[config.mk]
export PLATFORM = sky130hd
export DESIGN_NAME = fetch_queue
export DESIGN_NICKNAME = d
export VERILOG_FILES = /design/src/rtl/fetch_queue.sv
export SDC_FILE = /design/constraint.sdc
export NUM_CORES = 1
export LEC_CHECK = 0
export CORE_MARGIN = 10
export CORE_UTILIZATION = 59
export CTS_BUF_LIST = sky130_fd_sc_hd__clkbuf_4 sky130_fd_sc_hd__clkbuf_8 sky130_fd_sc_hd__clkbuf_16
export CTS_CLUSTER_DIAMETER = 120
export DETAILED_ROUTE_END_ITERATION = 16
export GPL_TIMING_DRIVEN = 0
export PLACE_DENSITY = 0.85
export RECOVER_POWER = 100
export SETUP_SLACK_MARGIN = 0.3
export SLEW_MARGIN = 20
export SYNTH_ARGS = -nofsm -noshare
export SYNTH_HDL_FRONTEND = slang
export SYNTH_SLANG_ARGS = --single-unit
[constraint.sdc]
create_clock -name clk -period 6.5 [get_ports clk]
set_clock_uncertainty 0.1 [all_clocks]
set_input_delay 1.3 -clock clk [delete_from_list [all_inputs] [get_ports clk]]
set_output_delay 1.3 -clock clk [all_outputs]
set_load 0.005 [all_outputs]
[src/rtl/fetch_queue.sv]
// fetch_queue: circular FIFO decoupling instruction fetch from decode.
// Holds {PC, instruction, redirect flag} in program order. On a flush it
// empties itself and then ignores the one stale fetch response that is still
// in flight from the 1-cycle instruction memory.
module fetch_queue #(
    parameter int WIDTH = 31,
    parameter int DEPTH = 4,
    parameter int PTRW  = $clog2(DEPTH)
) (
    input  logic            clk,
    input  logic            globalReset,
    input  logic            fetchValid,
    input  logic [WIDTH:0]  fetchPC,
    input  logic [WIDTH:0]  fetchInstr,
    input  logic            fetchRedirect,
    input  logic            flush,
    input  logic            decodeReady,
    output logic            decodeValid,
    output logic [WIDTH:0]  decodePC,
    output logic [WIDTH:0]  decodeInstr,
    output logic            decodeRedirect,
    output logic            full,
    output logic [PTRW:0]   count
);

    typedef struct packed {
        logic [WIDTH:0] pc;
        logic [WIDTH:0] instr;
        logic           redirect;
    } entry_t;

    typedef enum logic {
        RUN  = 1'b0,
        DROP = 1'b1
    } state_t;

    entry_t          mem [DEPTH];
    logic [PTRW-1:0] wr_ptr;
    logic [PTRW-1:0] rd_ptr;
    state_t          state;
    state_t          state_next;
    logic            push;
    logic            pop;
    entry_t          head;

    // full comes from the registered count, so a pop in the same cycle does
    // not open a slot for the refused fetch; fetch stays frozen and retries.
    assign full        = (count == (PTRW+1)'(DEPTH));
    assign decodeValid = (count != '0);
    assign push        = fetchValid && !full && (state == RUN) && !flush;
    assign pop         = decodeValid && decodeReady && !flush;

    // Head read is combinational; outputs are forced to zero when empty so
    // stale storage never leaks out.
    always_comb begin
        head           = mem[rd_ptr];
        decodePC       = '0;
        decodeInstr    = '0;
        decodeRedirect = 1'b0;
        if (decodeValid) begin
            decodePC       = head.pc;
            decodeInstr    = head.instr;
            decodeRedirect = head.redirect;
        end
    end

    // Entry storage; no reset needed since count gates visibility.
    always_ff @(posedge clk) begin
        if (push) begin
            mem[wr_ptr] <= '{pc: fetchPC, instr: fetchInstr, redirect: fetchRedirect};
        end
    end

    // Pointers and occupancy; flush beats push and pop.
    always_ff @(posedge clk or posedge globalReset) begin
        if (globalReset) begin
            wr_ptr <= '0;
            rd_ptr <= '0;
            count  <= '0;
        end else if (flush) begin
            wr_ptr <= '0;
            rd_ptr <= '0;
            count  <= '0;
        end else begin
            if (push) wr_ptr <= wr_ptr + PTRW'(1);
            if (pop)  rd_ptr <= rd_ptr + PTRW'(1);
            case ({push, pop})
                2'b10:   count <= count + (PTRW+1)'(1);
                2'b01:   count <= count - (PTRW+1)'(1);
                default: count <= count;
            endcase
        end
    end

    // State register.
    always_ff @(posedge clk or posedge globalReset) begin
        if (globalReset) state <= RUN;
        else             state <= state_next;
    end

    // Next state: any flush (re)enters DROP; DROP lasts one cycle otherwise.
    always_comb begin
        state_next = state;
        case (state)
            RUN:     if (flush) state_next = DROP;
            DROP:    state_next = flush ? DROP : RUN;
            default: state_next = RUN;
        endcase
    end

endmodule

==> reports/metrics.yaml <==
worst_setup_path:
  crit_required_ps: 6590
  arrival_ps: 4710
  crit_path_end_kind: "flop"
  worstPathCellList: "dlygate4sd3_1 -> nand2b_1 -> nor3_1 -> and2_0 -> buf_12"
  critPathKind: "in -> reg"
  crit_buf_inv: 2
  cp_top_family: "simple AND/OR/NAND/NOR gates"
  cpPeakStageDelay_ps: 2050
  r2r_setup_slack_ps: 2560
  crit_path_start_kind: "primary input"
  slowest_stage: "and2_0"
  r2r-end: "mem[1][37]"
  crit_path_max_fanout: 35
  timing.rr.start: "count[0]"
  timing.reg2reg.worst_path_depth: 5
drt:
  vias: 5136
  wl_per_cell_um: 23.41
  wl_um: 20850
  routed_via_density: 5.764
  wl_met2_um: 10630
  ant_nets: 0
  met3_length_um: 1749
  firstDrtPassIters: 5
  wl_met1_um: 8079
  dr.first_iter.drc_count: 355
  drc_errors: 0
  top_layer: "met5"
synthesis:
  synth_edf_count: 260
  yosysWarnings: 0
  yosysMostFrequentCell: "edfxtp_1"
  synth_fa_ha_area_share_pct: 0.6747
  synth_compound_area_share_pct: 0.4578
  syn_area_mm2: 0.01038
  syn-num-nets: 546
  ys_ff_latch: 268
  syn_area_per_cell_um2: 22.05
  synth-simple-area-share_pct: 5.265
  synth_common_cells: "edfxtp_1 (260), and2_1 (71), mux4_2 (65), clkbuf_1 (10), dfrtp_1 (8)"
  netlist.area_leader.share_pct: 75.18
  ys_seq_area_share_pct: 77.11
  async_flop_share_pct: 2.985
  yosys.cell_types.count: 29
  synth_top_area_cell: "edfxtp_1"
  synth_cells: 471
  synth_xor_area_share_pct: 0.2530
  synth_top_family_by_area: "multiplexers"
  synth_mux_area_share_pct: 14.39
  ys_top_cells_by_area: "edfxtp_1 (75%), mux4_2 (14%), and2_1 (4.3%)"
  synth_ff_type: "edfxtp_1"
sta:
  hold_ws_ps: 533.4
  finalCritPeriodShare_pct: 71.01
  final-setup-viol-count: 0
  setup_tns_ps: 0
  drv_slew: 138
  hold_violations: 0
  rsz0062_at_grt: "false"
  max_freq_mhz: 216.6
  slew_headroom_pct: -83.03
  tightest_slew_ps: 2744
  fin_crit_ps: 4616
clocking:
  clockRootBuffer: "clkbuf_16"
  cts_buffers: 27
  clk_latency_ps: 520
  cts_sinks: 268
  cts.clk_slew.worst_paths_ps: 60
  cts_tree: "built"
  h-tree-depth: 1
  cts_resized: 0
  post_cts_buffers: 0
  cts_hold_buf: 0
  cts_buffer_depth: 3
floorplanning:
  start_util_pct: 60.04
  dieWidth_um: 152.7
  coreArea_mm2: 0.01730
  io_pins: 140
  rows: 48
  die_y_um: 152.7
  dieArea_mm2: 0.02331
placement:
  gp_congestion: 0.7690
  dp_hpwl_um: 13300
  io_buffers: 139
  placed_cells: 839
global_routing:
  grt_pass1_vias: 5663
  grt_pass1_wl_um: 32820
  grt_max_degree: 36
  antenna_found_initial: 4
  grt.total_usage_pct: 17.68
  overflow: 0
finish:
  nFillCells: 916
  final_util_pct: 75.60
  drive_gt1_share_pct: 19.28
  layout.nets: 718
  fin_cells: 891
  syn_to_final_growth_pct: 25.92
pwr:
  total_power_mw: 3.852
  power.density_mw_per_mm2: 294.6
  p_leak_nw: 4.212
  ir_drop_v: 0.0002865
flow_run:
  cap_viol_max_count: 4
hold_path:
  hp-class: "reg -> reg"
  min_delay_path_depth: 2
  min-delay-start: "wr_ptr[1]"
  hold_end: "wr_ptr[1]"
outcome:
  outcome: "finished, violations left"
  violations: "capacitance limit, slew limit"
tightest hold or removal path, stage by stage, from the launching register on:
cell and delay (ps):
dfrtp_1 390, mux2i_1 100, nor2_1 90
kinds of logic after synthesis:
group	count (synthesis)
DFF	268
and+or+nand+nor	92
muxes	68
buffers and inverters	27
AOI/OAI and AO/OA	8
adders and majority gates	5
xor gates and xnor gates	3
flip-flops by register name, indices dropped and copies added, names as in the netlist:
name    flops
wr_ptr      2
state       1
count       3
mem       260
rd_ptr      2
stage by stage:
stage          setup slack (ps)  area, um2
4_1_cts                    2079      13080
3_3_place_gp               1065      12060
6_report                   1884      13080
5_1_grt                    1596      13070
3_5_place_dp               2649      12150
2_1_floorplan              2747      10390
layout by cell type, fill, tap and decap left out, types with 4 or more instances in the layout:
cell	count
buf_12	8
and2_0	61
clkbuf_1	11
ha_1	4
dfrtp_1	8
clkdlybuf4s50_1	58
bufinv_16	4
mux4_2	65
nand2_1	4
buf_2	5
and2_1	10
edfxtp_1	260
dlygate4sd3_1	81
clkbuf_16	27
nor2_1	6
clkinv_1	4
clkbuf_4	7
where the power goes:
part / switching (mW) / total, mW / internal, mW
clock network: 0.608 / 1.59 / 0.977
logic: 0.148 / 0.336 / 0.188
registers: 0.00842 / 1.93 / 1.92
total: 0.764 / 3.85 / 3.09
worst max path at each step:
| stage | end | cells after the start | slack (ps) | from |
|---|---|---|---|---|
| after CTS | decodeInstr[12] | 6 | 2080 | count[2] |
| final | mem[1][37] | 5 | 1880 | fetchValid |
| after global placement | mem[0][61] | 4 | 1060 | fetchValid |
| after floorplan | mem[0][0] | 3 | 2750 | fetchValid |
| after global routing | mem[2][41] | 5 | 1600 | fetchValid |
| after detailed placement | decodeInstr[19] | 6 | 2650 | count[2] |
final cells by class:
class	count	area, um2	share of cell area [%]
repair buffers	143	1471	11.25
well taps	225	281.5	2.153
clock inverters	14	178.9	1.368
clock buffers	36	755.7	5.779
flip-flops and latches	268	8008	61.24
multi-input cells	176	2185	16.71
inverters	3	11.26	0.08612
plain buffers	24	180.2	1.378
diodes	2	5.005	0.03827
layer usage:
metal / global-route usage [%] / up-vias
met1: 22.29 / 2637
met4: 4.314 / 6
met2: 29.62 / 207
li1: - / 2251
met5: 0 / -
met3: 5.165 / 35
Note: power is estimated with default switching activity, not from simulation.
